## config.mk

```make
export PLATFORM = sky130hd
export DESIGN_NAME = circle_sweep
export DESIGN_NICKNAME = d
export VERILOG_FILES = /design/src/rtl/lissajous_pkg.sv /design/src/rtl/point_fifo.sv /design/src/rtl/circle_sweep.sv
export SDC_FILE = /design/constraint.sdc
export NUM_CORES = 1
export LEC_CHECK = 0
export BUFFER_PORTS_ARGS = -buffer_cell sky130_fd_sc_hd__buf_4
export CELL_PAD_IN_SITES_DETAIL_PLACEMENT = 1
export CELL_PAD_IN_SITES_GLOBAL_PLACEMENT = 2
export CORE_MARGIN = 3
export CORE_UTILIZATION = 37
export DETAILED_ROUTE_END_ITERATION = 10
export PLACE_DENSITY_LB_ADDON = 0.1
export SYNTH_ARGS = -nofsm -noshare
export SYNTH_HDL_FRONTEND = slang
export SYNTH_SLANG_ARGS = --single-unit
export TNS_END_PERCENT = 30
```

## constraint.sdc

```tcl
create_clock -name clock -period 3.4 [get_ports clock]
set_input_delay 0.68 -clock clock [delete_from_list [all_inputs] [get_ports clock]]
set_output_delay 0.68 -clock clock [all_outputs]
set_load 0.01 [all_outputs]
```

## src/rtl/lissajous_pkg.sv

```systemverilog
// Shared types for the circle sweep sequencer and its point FIFO.
// No logic here: widths, the point record and the sweep state encoding.
// Consumers import with lissajous_pkg::*.
package lissajous_pkg;
   localparam int DEF_ANGLE_W = 10;
   localparam int DEF_COORD_W = 8;

   typedef struct packed {
      logic [DEF_COORD_W-1:0] x;
      logic [DEF_COORD_W-1:0] y;
   } point_t;

   typedef enum logic [1:0] {IDLE, RUN, DRAIN} sweep_state_t;
endpackage

```

## src/rtl/point_fifo.sv

```systemverilog
// Synchronous FIFO of point_t with level/full/empty status.
// Latency: a push is visible on rdat/empty one cycle later; read data is registered.
// Backpressure: push while full is dropped unless a pop happens in the same cycle.
module point_fifo
   import lissajous_pkg::*;
#(
   parameter int DEPTH = 4
) (
   input  logic                     clock,
   input  logic                     reset,
   input  logic                     push,
   input  point_t                   wdat,
   input  logic                     pop,
   output point_t                   rdat,
   output logic [$clog2(DEPTH):0]   level,
   output logic                     full,
   output logic                     empty
);
   localparam int AW = $clog2(DEPTH);
   localparam logic [AW:0] FULL_LVL = (AW+1)'(DEPTH);

   point_t          mem [DEPTH];
   logic [AW-1:0]   wr_ptr;
   logic [AW-1:0]   rd_ptr;
   logic            do_push;
   logic            do_pop;
   logic [AW:0]     remain;

   assign empty   = (level == '0);
   assign full    = (level == FULL_LVL);
   assign do_pop  = pop && !empty;
   assign do_push = push && (!full || do_pop);
   assign remain  = level - {{AW{1'b0}}, do_pop};

   // storage array, written at the tail
   always_ff @(posedge clock) begin
      if (do_push) mem[wr_ptr] <= wdat;
   end

   // pointers, occupancy and the registered head-of-queue word
   always_ff @(posedge clock or negedge reset) begin
      if (!reset) begin
         wr_ptr <= '0;
         rd_ptr <= '0;
         level  <= '0;
         rdat   <= '0;
      end else begin
         if (do_push) wr_ptr <= wr_ptr + 1'b1;
         if (do_pop)  rd_ptr <= rd_ptr + 1'b1;
         level <= level + {{AW{1'b0}}, do_push} - {{AW{1'b0}}, do_pop};
         // a push into an (effectively) empty queue bypasses the array
         if (do_push && remain == '0) rdat <= wdat;
         else if (do_pop)             rdat <= mem[rd_ptr + 1'b1];
      end
   end
endmodule

```

## src/rtl/circle_sweep.sv

```systemverilog
// Angle sweep initiator: one req/ack per point, results buffered to a valid/ready stream.
// Latency: start -> req next cycle; ack -> point on pt_valid and next angle next cycle.
// Backpressure: req is withheld while the point FIFO has no free slot for the result.
module circle_sweep
   import lissajous_pkg::*;
#(
   parameter int ANGLE_W = DEF_ANGLE_W,
   parameter int COORD_W = DEF_COORD_W,
   parameter int DEPTH   = 4
) (
   input  logic               clock,
   input  logic               reset,
   input  logic               start,
   input  logic               stop,
   input  logic [ANGLE_W-1:0] start_angle,
   input  logic [ANGLE_W-1:0] step,
   input  logic [15:0]        count,
   input  logic [COORD_W-1:0] r,
   input  logic [COORD_W-1:0] x0,
   input  logic [COORD_W-1:0] y0,
   output logic               req_o,
   output logic [ANGLE_W-1:0] angle_o,
   output logic [COORD_W-1:0] r_o,
   output logic [COORD_W-1:0] x0_o,
   output logic [COORD_W-1:0] y0_o,
   input  logic               ack_i,
   input  logic [COORD_W-1:0] x_i,
   input  logic [COORD_W-1:0] y_i,
   output logic               pt_valid,
   output logic [COORD_W-1:0] pt_x,
   output logic [COORD_W-1:0] pt_y,
   input  logic               pt_ready,
   output logic               busy,
   output logic               done
);
   localparam int LW = $clog2(DEPTH) + 1;
   localparam logic [LW-1:0] FULL_LVL = LW'(DEPTH);

   sweep_state_t        state;
   logic [ANGLE_W-1:0]  step_q;
   logic [15:0]         remaining;
   logic                cont_q;

   logic                push;
   logic                pop;
   point_t              wdat;
   point_t              rdat;
   logic [LW-1:0]       level;
   logic [LW-1:0]       level_next;
   logic                full;
   logic                empty;
   logic                room_after_ack;
   logic                room_no_ack;
   logic                last_pt;

   // an ack only counts while a request is outstanding
   assign push     = req_o && ack_i;
   assign pop      = pt_valid && pt_ready;
   assign wdat     = '{x: x_i, y: y_i};
   assign pt_valid = !empty;
   assign pt_x     = rdat.x;
   assign pt_y     = rdat.y;
   assign busy     = (state != IDLE);

   assign level_next     = level + {{(LW-1){1'b0}}, push} - {{(LW-1){1'b0}}, pop};
   assign room_after_ack = (level_next < FULL_LVL);
   assign room_no_ack    = !full || pop;
   assign last_pt        = !cont_q && (remaining == 16'd1);

   point_fifo #(.DEPTH(DEPTH)) u_fifo (
      .clock (clock),
      .reset (reset),
      .push  (push),
      .wdat  (wdat),
      .pop   (pop),
      .rdat  (rdat),
      .level (level),
      .full  (full),
      .empty (empty)
   );

   // sweep FSM with registered request, angle/remaining counters and done pulse
   always_ff @(posedge clock or negedge reset) begin
      if (!reset) begin
         state     <= IDLE;
         req_o     <= 1'b0;
         angle_o   <= '0;
         r_o       <= '0;
         x0_o      <= '0;
         y0_o      <= '0;
         step_q    <= '0;
         remaining <= '0;
         cont_q    <= 1'b0;
         done      <= 1'b0;
      end else begin
         done <= 1'b0;
         case (state)
            IDLE: begin
               if (start) begin
                  state     <= RUN;
                  req_o     <= 1'b1;
                  angle_o   <= start_angle;
                  r_o       <= r;
                  x0_o      <= x0;
                  y0_o      <= y0;
                  step_q    <= step;
                  remaining <= count;
                  cont_q    <= (count == 16'd0);
               end
            end
            RUN: begin
               if (push) begin
                  angle_o <= angle_o + step_q;
                  if (!cont_q) remaining <= remaining - 16'd1;
                  if (last_pt || stop) begin
                     state <= DRAIN;
                     req_o <= 1'b0;
                  end else begin
                     req_o <= room_after_ack;
                  end
               end else if (!req_o) begin
                  // raised request is held until acked; only re-arm from low
                  req_o <= room_no_ack;
               end
            end
            DRAIN: begin
               if (empty) begin
                  state <= IDLE;
                  done  <= 1'b1;
               end
            end
            default: begin
               state <= IDLE;
               req_o <= 1'b0;
            end
         endcase
      end
   end
endmodule

```

Word level (Yosys, flattened, before mapping)

Memories as Yosys holds them, arrays and structs flattened.
Index checks and enable logic that the tools add are counted.

Logic and storage cells: 83
Bits in writable memories: 64
ROM bits: 0
Output and inout bits: 54
Register bits: 88
Bits of input ports: 82
Memories: 1
Latch bits: 0

Memories:

| memory     | depth | width | read ports | clocked after Yosys merged registers in | write ports | line             | source |
|---|---|---|---|---|---|---|---|
| u_fifo.mem | 4     | 16    | 1          | 0                                       | 1           | point_fifo.sv:22 | `point_t mem [DEPTH];` |

Equal/unequal tests: 9
Bitwise logic cells: 1
Reduce and logical (&&, ||, !) cells: 24
Multiply operators: 0
$add $sub $neg: 9
Divide/modulo/power cells: 0
Order comparisons: 1
Shift operators: 0
Mux-type cells: 23

Operators with widths:

| cell                                               | count |
|---|---|
| 2-to-1 mux 16 bit                                  | 5 |
| one-hot mux 16 bit (2 select lines)                | 1 |
| 2-to-1 mux 10 bit                                  | 2 |
| one-hot mux 10 bit (2 select lines)                | 1 |
| == test 16 x 1 -> 1 bit, second input constant     | 1 |
| zero test 16 bit                                   | 1 |
| subtractor 16 x 1 -> 16 bit, second input constant | 1 |
| adder 10 bit                                       | 1 |
| subtractor 3 x 1 -> 3 bit                          | 3 |
| 2-to-1 mux 1 bit                                   | 8 |
| 2-to-1 mux 2 bit                                   | 4 |
| != test 2 bit, second input constant               | 4 |
| AND reduction 4 bit                                | 2 |
| adder 3 x 1 -> 3 bit                               | 2 |
| logical AND 1 bit                                  | 6 |
| zero test 3 bit                                    | 2 |
| one-hot mux 2 bit (3 select lines)                 | 1 |
| nonzero test 2 bit                                 | 3 |
| adder 2 x 1 -> 2 bit, second input constant        | 2 |
| AND reduction 2 bit                                | 2 |
| == test 3 bit, second input constant               | 1 |
| zero test 1 bit                                    | 3 |
| logical OR 1 bit                                   | 3 |
| < comparator 3 bit, second input constant          | 1 |
| 7 further kinds                                    | 7 |

Depth between registers and ports, before layout

Gate-level depths: netlist of run 1.

Word-level depth: 8
Mapped depth: 13
Gate-level depth less buffers: 10

Hierarchy

A second synthesis of run 1 with hierarchy kept.

Cells, all modules: 512
Area total of the unflattened synthesis: 7060.5 µm²

Modules (own cells, without submodules):

| module       | cells an instance | area an instance (µm²) | times used | sequential area each (µm²) |
|---|---|---|---|---|
| point_fifo   | 178               | 3651.0                 | 1          | 2497.4 |
| circle_sweep | 334               | 3409.5                 | 1          | 1626.6 |

Worst setup path after synthesis of run 1

Ideal clock, no wire load.

Path kind: register to register
Start point: register u_fifo.level[2]
End point: register u_fifo.rdat[0] (netlist name)
Data arrival time: 2431 ps
Data required time: 3277 ps
Library setup time: 123 ps
Stages on the path, launching flop included: 14
Period minus slack after synthesis: 2554 ps
Path slack: 846 ps
Buffers on the path: 3
Cell sequence: dfrtp_1 nor3_1 inv_1 and2_0 ha_1 ha_1 xor2_1 nor4b_4 buf_6 or2_1 buf_6 buf_6 nor2_1 a21oi_1

Word-level cells in the longest chain between the ends: 8
Elaborated cells on any way between the ends: 13
Classes of those cells: add/sub (1); eq/ne (1); mux (1); reduce/logical (10)

RTL lines:

| item                                                          | line                               | source |
|---|---|---|
| start: declaration                                            | point_fifo.sv:15                   | `output logic [$clog2(DEPTH):0] level,` |
| start signal: assignment                                      | point_fifo.sv:50                   | `level <= level + {{AW{1'b0}}, do_push} - {{AW{1'b0}}, do_pop};` |
| zero test 3 bit (*)                                           | point_fifo.sv:29                   | `assign empty = (level == '0);` |
| zero test 1 bit (*)                                           | circle_sweep.sv:60                 | `assign pt_valid = !empty;` |
| net pt_valid                                                  | circle_sweep.sv:29                 | `output logic pt_valid,` |
| logical AND 1 bit                                             | circle_sweep.sv:58                 | `assign pop = pt_valid && pt_ready;` |
| logical AND 1 bit (*)                                         | point_fifo.sv:31                   | `assign do_pop = pop && !empty;` |
| net u_fifo.do_pop                                             | point_fifo.sv:26                   | `logic do_pop;` |
| subtractor 3 x 1 -> 3 bit or logical OR 1 bit (tied branches) | point_fifo.sv:33, point_fifo.sv:32 |  |
| zero test 3 bit or logical AND 1 bit (tied branches)          | point_fifo.sv:52, point_fifo.sv:32 |  |
| logical AND 1 bit                                             | point_fifo.sv:52                   | `if (do_push && remain == '0) rdat <= wdat;` |
| 2-to-1 mux 16 bit or nonzero test 2 bit (tied branches)       | --                                 |  |

The timed path passes the listed nets; every way through them passes the cells marked *.
A chain may end at the register's enable or synchronous reset.

Final worst setup path of run 1

Start point: register u_fifo.level[2]
End point: register u_fifo.rdat[10] (netlist name)

Word-level cells in the longest chain between the ends: 8
Elaborated cells on any way between the ends: 13
Classes of those cells: add/sub (1); eq/ne (1); mux (1); reduce/logical (10)

RTL lines:

| item                                                          | line |
|---|---|
| zero test 3 bit (*)                                           | point_fifo.sv:29 |
| zero test 1 bit (*)                                           | point_fifo.sv:31, circle_sweep.sv:60 |
| logical AND 1 bit                                             | circle_sweep.sv:58 |
| logical AND 1 bit (*)                                         | point_fifo.sv:31 |
| net u_fifo.do_pop                                             | point_fifo.sv:26 |
| subtractor 3 x 1 -> 3 bit or logical OR 1 bit (tied branches) | point_fifo.sv:33, point_fifo.sv:32 |
| zero test 3 bit or logical AND 1 bit (tied branches)          | point_fifo.sv:52, point_fifo.sv:32 |
| logical AND 1 bit                                             | point_fifo.sv:52 |
| 2-to-1 mux 16 bit or nonzero test 2 bit (tied branches)       | -- |

Marked as above.

==> run summary, run 1 <==
Status - finished, final reports clean
CTS max path bufs - 2
Power per standard cell area - 974.2 nW/um^2
Area contributors post-synth - dfrtp_1 31%, edfxtp_1 27%, mux2_2 5.5%
Final Non-Filler Cells - 915
GRT Util Overall - 0.1760
Worst setup SP type - flip-flop
Starting density of the core - 0.3830
Post CTS Setup Buffer Count - 0
Slowest CP cell - dfrtp_1
Top_reg_cell synth - dfrtp_1
Filler cells - 1,900
Final Cycle Share - 0.8463
Register area - 4124 um^2
Antenna violations before repair - 0
Worst Setup Path Type - flip-flop to flip-flop
Area of the multi-input gates - 2694 um^2
CTS tree - yes
Element type at the critical path end - flip-flop
Routed Antenna Nets - 0
Nets@finish - 779
Setup TNS - 0 ps
Synth unique cells - 54
Max incr delay on CP - 420 ps
RSZ-0062 raised after global routing - false
Core area - 18,330 um^2
CP required - 3690 ps
Flop-to-flop setup slack - 520 ps
Vias - 4,857
WL final - 17,370 um
H-tree levels - 4
DR pass1 iterations - 4
Asr flop ratio synth - 0.5789
LEAKAGE - 3.664 nW
Max Clk Rate - 347.5 MHz
Vias in the first global route - 5,350
Die area - 20,670 um^2
Sequential share of the synthesized area - 0.5873
Synthesized cell area - 7022 um^2
Largest net degree at the start of global routing - 62
Hpwl dp - 12,340 um
Detailed-route DRC error count - 0
Grt total ovfl - 0
DR iter-0 viols - 87
Clock Tree Root - clkbuf_16
Buf/Inv on CP - 2
Worst IR drop on VDD - 0.3609 mV
Clock Pin Slew Worst Setup and Hold Paths - 60 ps
Die W - 143.8 um
Clk Latency, worst-skew pair - 420 ps
Post-CTS resize count - 0
DR WL/cell - 18.98 um
Via density - 5.308
Post-Syn Instances - 533
# setup viols final - 0
Warnings from Yosys - 0
Mean Syn Cell Area - 13.17 um^2
Layout cells sized above 1 - 0.3411
Die height - 143.8 um
Clock Sinks - 152
Ports - 136
Final core utilization - 0.4858
Most Frequent Cell on Critical Path - ha_1
HP Class - input port to async pin
CTS buffer count - 17
Post-route minimum period - 2877 ps
Max Cap Viol - 0
Critical Path, Cell by Cell - nor3_1, inv_1, and2_0, ha_1, ha_1, xor2_1, nor4b_4, buf_4, mux2i_1, a21oi_2
Number of synthesized flops with an enable pin - 64
Number of synthesized register bits - 152
Row count - 49
Synthesized netlist net count - 639
Buffers on Ports - 135
Yosys top cell area share - 0.3136
Worst path top cell family by delay - simple AND/OR/NAND/NOR gates
First-pass GRT wire length - 28,210 um
Synth area leader - dfrtp_1
WP data arrival - 3160 ps
Max_slew headroom - 0.4197
Most common cell in the netlist - dfrtp_1
Critical Path Fanout Max - 16
Slew @ Worst Pin - 870.5 ps
Final hold viol count - 0
Syn-to-layout area delta - 26.82%
Worst Skew - 14.82 ps
Ant. Diodes - 0
Routability cong. - 0.7651
Synth cell count leaders - 88 x dfrtp_1, 64 x edfxtp_1, 44 x a21oi_1, 35 x nor2_1, 34 x mux2_2
Placed insts - 883
# hold bufs at CTS - 0
Slew Limit Fails - 0
-- where the power goes --
part           total, mW  switching, mW  internal (mW)
logic               3.61           1.85           1.75
clock network       1.99          0.788           1.20
registers           3.08          0.491           2.59
-- stage by stage --
step	hold slack, ps	total power, mW	cell area (um^2)	setup slack [ps]
floorplan	384.4	5.463	7022	846.1
global placement	488.7	6.622	8277	690.9
detailed placement	498.6	6.793	8277	488.4
CTS	411.7	8.836	8905	459.2
global route	439.6	9.386	8905	252.8
finish	382.7	8.675	8905	522.6
-- sequential cells by signal, indices dropped and copies added, names as in the netlist, 3 cells and up --
signal,count
y0_o,8
u_fifo.level,3
angle_o,10
u_fifo.mem,64
x0_o,8
r_o,8
step_q,10
u_fifo.rdat,16
remaining,16
-- layout make-up --
cell class	count	area share
sequential	152	0.4631
timing repair buffer	147	0.1253
multi-input combinational	340	0.3025
tap	229	0.03218
clock inverter	13	0.02080
clock buffer	19	0.04974
inverter	15	0.006323
-- metal layers --
metal / vias to the layer above / wire length [um] / GRT usage / share of wire
li1: 2267 / - / - / -
met1: 2474 / 7280 / 0.2144 / 0.42
met2: 105 / 9157 / 0.3101 / 0.53
met3: 11 / 799 / 0.05025 / 0.046
met4: 0 / 131 / 0.04163 / 0.0075
met5: - / 0 / 0 / 0
-- cells by family after synthesis --
| logic type | count (synthesis) | share of synthesized area |
|---|---|---|
| compound gates | 107 | 0.09159 |
| flops | 152 | 0.5873 |
| simple gates | 126 | 0.09284 |
| buf+inv | 41 | 0.02975 |
| xor+xnor | 14 | 0.01746 |
| mux | 69 | 0.1361 |
| fa+ha+maj | 24 | 0.04490 |
-- placed cells by master (no fill, tap or decap), types with 15 or more instances in the layout --
cell,Yosys,final
dfrtp_1,88,88
nand2_1,25,25
inv_1,15,15
o21ai_0,25,25
mux2i_1,19,19
a21oi_1,44,44
edfxtp_1,64,64
ha_1,22,22
mux2_2,34,34
buf_4,0,146
clkbuf_16,0,17
nor2_1,35,35
-- final timing paths --
path / startpoint / endpoint / cells after the start
setup / recovery: u_fifo.level[2] / u_fifo.rdat[10] / 10
hold / removal: reset / u_fifo.rdat[9] / 1
setup reg to reg: u_fifo.level[2] / u_fifo.rdat[10] / 10
hold reg to reg: step_q[2] / step_q[2] / 1
max in group asynchronous: reset / angle_o[7] / 2
min in group clock: x_i[6] / u_fifo.mem[0][14] / 1
-- worst register-to-register path, stage by stage, from the launching register on --
cell and delay, ps:
dfrtp_1 420, nor3_1 290, inv_1 140, and2_0 310
ha_1 270, ha_1 190, xor2_1 180, nor4b_4 230
buf_4 340, mux2i_1 290, a21oi_2 80
Power figures use the tool's default switching activity.
==> run 2, diff against run 1 <==
==> constraint.sdc (replaced) <==
create_clock -name clock -period 2.65 [get_ports clock]
set_input_delay 0.53 -clock clock [delete_from_list [all_inputs] [get_ports clock]]
set_output_delay 0.53 -clock clock [all_outputs]
set_load 0.01 [all_outputs]
==> run 2 against run 1 <==
- largest cell class unchanged
- final cell count up 0.66%
- non-clock buffer count grew 6
- setup slack worse by 440 ps
- critical path type unchanged
- sequential power up 30%
==> run summary, run 2 (same netlist as run 1, synthesis figures left out) <==
Status - finished, final reports clean (unchanged)
Post-route minimum period - 2571 ps (was 2877 ps)
WP data arrival - 2880 ps (was 3160 ps)
Row count - 49 (unchanged)
Starting density of the core - 0.3830 (unchanged)
Nets@finish - 785 (was 779)
Slowest CP cell - dfrtp_2 (was dfrtp_1)
Vias - 4,891 (was 4,857)
Switch Pwr - 4.123 mW (was 3.134 mW)
Vias in the first global route - 5,334 (was 5,350)
Slew Limit Fails - 0 (unchanged)
Ports - 136 (unchanged)
Die height - 143.8 um (unchanged)
Antenna violations before repair - 0 (unchanged)
Worst Skew - 8.677 ps (was 14.82 ps)
Power per standard cell area - 1243 nW/um^2 (was 974.2 nW/um^2)
Die area - 20,670 um^2 (unchanged)
Area of the multi-input gates - 2728 um^2 (was 2694 um^2)
Gate power share - 0.430 (was 0.416)
Grt total ovfl - 0 (unchanged)
Final core utilization - 0.4913 (was 0.4858)
First-pass GRT wire length - 28,280 um (was 28,210 um)
Slew @ Worst Pin - 912.4 ps (was 870.5 ps)
Max Clk Rate - 389.0 MHz (was 347.5 MHz)
Max_slew headroom - 0.3917 (was 0.4197)
Largest net degree at the start of global routing - 51 (was 62)
Met2 usage in global routing - 0.3118 (was 0.3101)
Critical Path, Cell by Cell - nor3_4, inv_2, and2_4, ha_2, ha_4, nand2_2, nor4b_4, buf_4, clkbuf_16, mux2i_1, a21oi_1 (was nor3_1, inv_1, and2_0, ha_1, ha_1, xor2_1, nor4b_4, buf_4, mux2i_1, a21oi_2)
Gr busiest metal - met2 (unchanged)
H-tree levels - 4 (unchanged)
Die W - 143.8 um (unchanged)
Core area - 18,330 um^2 (unchanged)
Filler cells - 1,898 (was 1,900)
Most frequent cells in the layout - 147 x buf_4, 86 x dfrtp_1, 64 x edfxtp_1 (was 146 x buf_4, 88 x dfrtp_1, 64 x edfxtp_1)
WL final - 18,040 um (was 17,370 um)
Net Sw Frac - 0.3682 (was 0.3613)
Clock Sinks - 152 (unchanged)
Worst IR drop on VDD - 0.5220 mV (was 0.3609 mV)
Clk Latency, worst-skew pair - 420 ps (about the same)
Worst setup SP type - flip-flop (unchanged)
Buffers on Ports - 135 (unchanged)
Max incr delay on CP - 450 ps (was 420 ps)
CTS max path bufs - 2 (unchanged)
Critical Path Fanout Max - 8 (was 16)
Max FFs per register - 64 (unchanged)
Routed Antenna Nets - 0 (unchanged)
GRT Util Overall - 0.1772 (was 0.1760)
Layout cells sized above 1 - 0.3584 (was 0.3411)
Int Power - 7.075 mW (was 5.541 mW)
Setup crit start - u_fifo.level[1] (was u_fifo.level[2])
Hold_ws - 105.8 ps (was 382.7 ps)
HP Class - input port to async pin (unchanged)
Worst path top cell family by delay - simple AND/OR/NAND/NOR gates (unchanged)
Clock Pin Slew Worst Setup and Hold Paths - 70 ps (was 60 ps)
Max Cap Viol - 0 (unchanged)
Via density - 5.311 (was 5.308)
Buf/Inv on CP - 3 (was 2)
Ant. Diodes - 0 (unchanged)
Register area - 4126 um^2 (was 4124 um^2)
Final Cycle Share - 0.9702 (was 0.8463)
Largest regs - u_fifo.mem x64, remaining x16, u_fifo.rdat x16 (unchanged)
Biggest register - u_fifo.mem (unchanged)
CTS buffer count - 17 (unchanged)
Routability cong. - 0.7751 (was 0.7651)
DR iter-0 viols - 178 (was 87)
CTS tree - yes (unchanged)
Clock share of power - 0.213 (was 0.229)
Element type at the critical path end - flip-flop (unchanged)
DR WL/cell - 19.59 um (was 18.98 um)
Seq pwr share - 0.357 (was 0.355)
# setup viols final - 0 (unchanged)
CP required - 2960 ps (was 3690 ps)
Hpwl dp - 12,600 um (was 12,340 um)
Worst Setup Path Type - flip-flop to flip-flop (unchanged)
FF-to-FF path depth - 11 (was 10)
M1 GR Usage - 0.2152 (was 0.2144)
Worst r2r src - u_fifo.level[1] (was u_fifo.level[2])
Most common cell after layout, fill and taps aside - buf_4 (unchanged)
Syn-to-layout area delta - 28.26% (was 26.82%)
Clock Tree Root - clkbuf_16 (unchanged)
CP Depth - 11 (was 10)
LEAKAGE - 3.691 nW (was 3.664 nW)
Detailed-route DRC error count - 0 (unchanged)
Final hold viol count - 0 (unchanged)
DR pass1 iterations - 4 (unchanged)
Met3 GRT Util - 0.04393 (was 0.05025)
run 2: metal layers:
metal	part of all wire	up-vias
met5	0	-
met4	0.015	0
met3	0.044	23
met2	0.52	115
met1	0.42	2477
li1	-	2276
run 2: repair_timing:
action / 4_1_cts / 5_1_grt
hold buffers: 0 / 0
resized for setup: 1 / 10
setup endpoints to repair: 16 / 16
pin swaps: 0 / 5
buffers inserted: 0 / 4
cloned: 0 / 2
run 2: cell type report:
cell class,count,area share
clock buffer,19,0.04918
clock inverter,13,0.01473
timing repair buffer,153,0.1370
tap,229,0.03181
sequential,152,0.4582
inverter,15,0.006252
multi-input combinational,340,0.3029
run 2: metrics by stage:
step           setup WS, ps  TNS, ps  power, mW  area (um^2)  instances
2_1_floorplan         96.10        0      7.009         7022        533
3_3_place_gp          188.3        0      8.566         8314        883
3_5_place_dp         -62.83   -471.4      8.794         8314        883
4_1_cts               14.28        0      11.24         8895        915
5_1_grt              -44.21   -245.2      12.05         9006        921
6_report              79.05        0      11.20         9006        921
run 2: path summary, 6_finish.rpt:
path / end / slack, ps
setup / recovery: u_fifo.rdat[14] / 80
hold / removal: u_fifo.rdat[8] / 110
setup reg to reg: u_fifo.rdat[14] / 80
hold reg to reg: r_o[1] / 510
max in group asynchronous: angle_o[5] / 1850
min in group clock: u_fifo.mem[0][15] / 320
run 2: power groups by stage:
stage	combinational [mW]	sequential, mW	clock (mW)
after CTS	4.80	4.00	2.44
after global placement	4.60	3.97	0
after floorplan	3.05	3.96	0
after detailed placement	4.76	4.03	0
after global routing	5.39	4.12	2.55
final	4.82	3.99	2.38
==> run 3, diff against run 2 <==
--- a/config.mk
+++ b/config.mk
@@ -10,6 +10,7 @@
 export CELL_PAD_IN_SITES_GLOBAL_PLACEMENT = 2
 export CORE_MARGIN = 3
 export CORE_UTILIZATION = 37
+export CTS_BUF_LIST = sky130_fd_sc_hd__clkbuf_16
 export DETAILED_ROUTE_END_ITERATION = 10
 export PLACE_DENSITY_LB_ADDON = 0.1
 export SYNTH_ARGS = -nofsm -noshare
==> constraint.sdc (replaced) <==
create_clock -name clock -period 2.5 [get_ports clock]
set_input_delay 0.5 -clock clock [delete_from_list [all_inputs] [get_ports clock]]
set_output_delay 0.5 -clock clock [all_outputs]
set_load 0.01 [all_outputs]
==> run 3 against run 2 <==
- clock power is 7% higher
- register-to-register slack worse by 70 ps
- wire length is 1.9% higher
- first-iteration DRC count is 2.8% higher
- critical path depth stayed put
==> run summary, run 3 (same netlist as run 1, synthesis figures left out) <==
Status - finished, final reports clean (unchanged)
DR iter-0 viols - 183 (was 178)
Worst setup SP type - flip-flop (unchanged)
Slew Limit Fails - 0 (unchanged)
Critical Path, Cell by Cell - nor3_2, inv_2, and2_4, ha_4, ha_4, xor2_2, nor4b_4, buf_4, buf_12, mux2i_4, a21oi_1 (was nor3_4, inv_2, and2_4, ha_2, ha_4, nand2_2, nor4b_4, buf_4, clkbuf_16, mux2i_1, a21oi_1)
Core area - 18,330 um^2 (unchanged)
Largest regs - u_fifo.mem x64, remaining x16, u_fifo.rdat x16 (unchanged)
Max incr delay on CP - 410 ps (was 450 ps)
Slew @ Worst Pin - 920.8 ps (was 912.4 ps)
Setup TNS - 0 ps (unchanged)
DR pass1 iterations - 4 (unchanged)
Total power - 12.00 mW (was 11.20 mW)
Worst IR drop on VDD - 0.5091 mV (was 0.5220 mV)
# setup viols final - 0 (unchanged)
Ports - 136 (unchanged)
CTS buffer count - 17 (unchanged)
Largest net degree at the start of global routing - 46 (was 51)
Via density - 5.275 (was 5.311)
Power per standard cell area - 1322 nW/um^2 (was 1243 nW/um^2)
Syn-to-layout area delta - 29.33% (was 28.26%)
Clock Tree Root - clkbuf_16 (unchanged)
Die W - 143.8 um (unchanged)
WL final - 18,390 um (was 18,040 um)
Biggest register - u_fifo.mem (unchanged)
Slowest CP cell - dfrtp_1 (was dfrtp_2)
Clock Pin Slew Worst Setup and Hold Paths - 70 ps (about the same)
Hold_ws - 105.7 ps (was 105.8 ps)
Die height - 143.8 um (unchanged)
Post-route minimum period - 2496 ps (was 2571 ps)
Worst path top cell family by delay - simple AND/OR/NAND/NOR gates (unchanged)
Antenna violations before repair - 0 (unchanged)
CP required - 2800 ps (was 2960 ps)
Ant. Diodes - 0 (unchanged)
Buf/Inv on CP - 3 (unchanged)
# hold bufs at CTS - 0 (unchanged)
Final hold viol count - 0 (unchanged)
Row count - 49 (unchanged)
Grt total ovfl - 0 (unchanged)
Most Frequent Cell on Critical Path - ha_4
Max FFs per register - 64 (unchanged)
Buffers on Ports - 135 (unchanged)
LEAKAGE - 3.746 nW (was 3.691 nW)
Hpwl dp - 12,350 um (was 12,600 um)
Filler cells - 1,911 (was 1,898)
Die area - 20,670 um^2 (unchanged)
Most frequent cells in the layout - 158 x buf_4, 88 x dfrtp_1, 64 x edfxtp_1 (was 147 x buf_4, 86 x dfrtp_1, 64 x edfxtp_1)
GRT Util Overall - 0.1788 (was 0.1772)
Detailed-route DRC error count - 0 (unchanged)
HP Class - input port to async pin (unchanged)
Starting density of the core - 0.3830 (unchanged)
Critical Path Fanout Max - 8 (unchanged)
Worst Skew - 6.546 ps (was 8.677 ps)
Finished layout cell area - 9081 um^2 (was 9006 um^2)
CTS tree - yes (unchanged)
Clock Sinks - 152 (unchanged)
Clk Latency, worst-skew pair - 420 ps (about the same)
Final Cycle Share - 0.9983 (was 0.9702)
WP data arrival - 2800 ps (was 2880 ps)
FF-to-FF path depth - 11 (unchanged)
Layout cells sized above 1 - 0.3709 (was 0.3584)
CP Depth - 11 (unchanged)
Nets@finish - 794 (was 785)
Vias - 4,906 (was 4,891)
CTS max path bufs - 2 (unchanged)
Vias in the first global route - 5,380 (was 5,334)
Max Cap Viol - 0 (unchanged)
Element type at the critical path end - flip-flop (unchanged)
H-tree levels - 4 (unchanged)
Most common cell after layout, fill and taps aside - buf_4 (unchanged)
Routed Antenna Nets - 0 (unchanged)
Post-placement cell area - 8362 um^2 (was 8314 um^2)
DR WL/cell - 19.77 um (was 19.59 um)
Max Clk Rate - 400.7 MHz (was 389.0 MHz)
Routability cong. - 0.7939 (was 0.7751)
First-pass GRT wire length - 28,620 um (was 28,280 um)
Max_slew headroom - 0.3861 (was 0.3917)
Worst Setup Path Type - flip-flop to flip-flop (unchanged)
-- run 3: changes by cell type in the layout (fill, tap and decap cells not counted), moves of 2 or more --
cell      previous run  this run
mux2i_1             19        16
clkinv_2             0         2
buf_12               4         2
inv_8                2         5
mux2i_2              0         2
dfrtp_2              2         0
buf_4              147       158
inv_6                6         4
dfrtp_1             86        88
-- run 3: timing repair --
action / in CTS / in global routing
setup buffers: 0 / 4
gates resized for setup: 0 / 12
endpoints found under the setup margin: 0 / 16
-- run 3: worst paths after layout --
check / slack, ps / from / endpoint
max in group asynchronous: 1570 / reset / step_q[9]
max reg2reg: 4 / u_fifo.level[0] / u_fifo.rdat[3]
min: 110 / reset / remaining[7]
min reg2reg: 520 / r_o[4] / r_o[4]
max: 4 / u_fifo.level[0] / u_fifo.rdat[3]
min in group clock: 290 / x_i[6] / u_fifo.mem[1][14]
-- run 3: report_power, final --
group,switching (mW),leakage [nW],internal [mW]
sequential,0.595,1.61,3.53
clock,1.13,0.288,1.42
combinational,2.72,1.85,2.61
total,4.45,3.75,7.56
-- run 3: cell type report --
class / instances / area, um^2 / share of cell area
clock buffer: 17 / 425.4 / 0.04684
clock inverter: 15 / 156.4 / 0.01722
inverter: 15 / 56.30 / 0.006200
multi-input combinational: 340 / 2756 / 0.3035
sequential: 152 / 4124 / 0.4541
tap: 229 / 286.5 / 0.03155
timing repair buffer: 162 / 1276 / 0.1405
-- run 3: routing by layer --
metal | up-vias | global-route usage | part of all wire | wire length [um]
met5 | - | 0 | 0 | 0
met3 | 13 | 0.03993 | 0.036 | 667
met1 | 2509 | 0.2231 | 0.43 | 7829
met2 | 87 | 0.3136 | 0.53 | 9706
li1 | 2297 | - | - | -
met4 | 0 | 0.04906 | 0.010 | 183
-- run 3: stage by stage --
step / std cells / util / worst slack, ps
final: 930 / 0.4954 / 4.285
after global routing: 930 / 0.4954 / -102.9
after CTS: 924 / 0.4879 / 21.42
after detailed placement: 892 / 0.4561 / 66.43
after global placement: 892 / 0.4561 / 161.8
after floorplan: 533 / - / 33.98
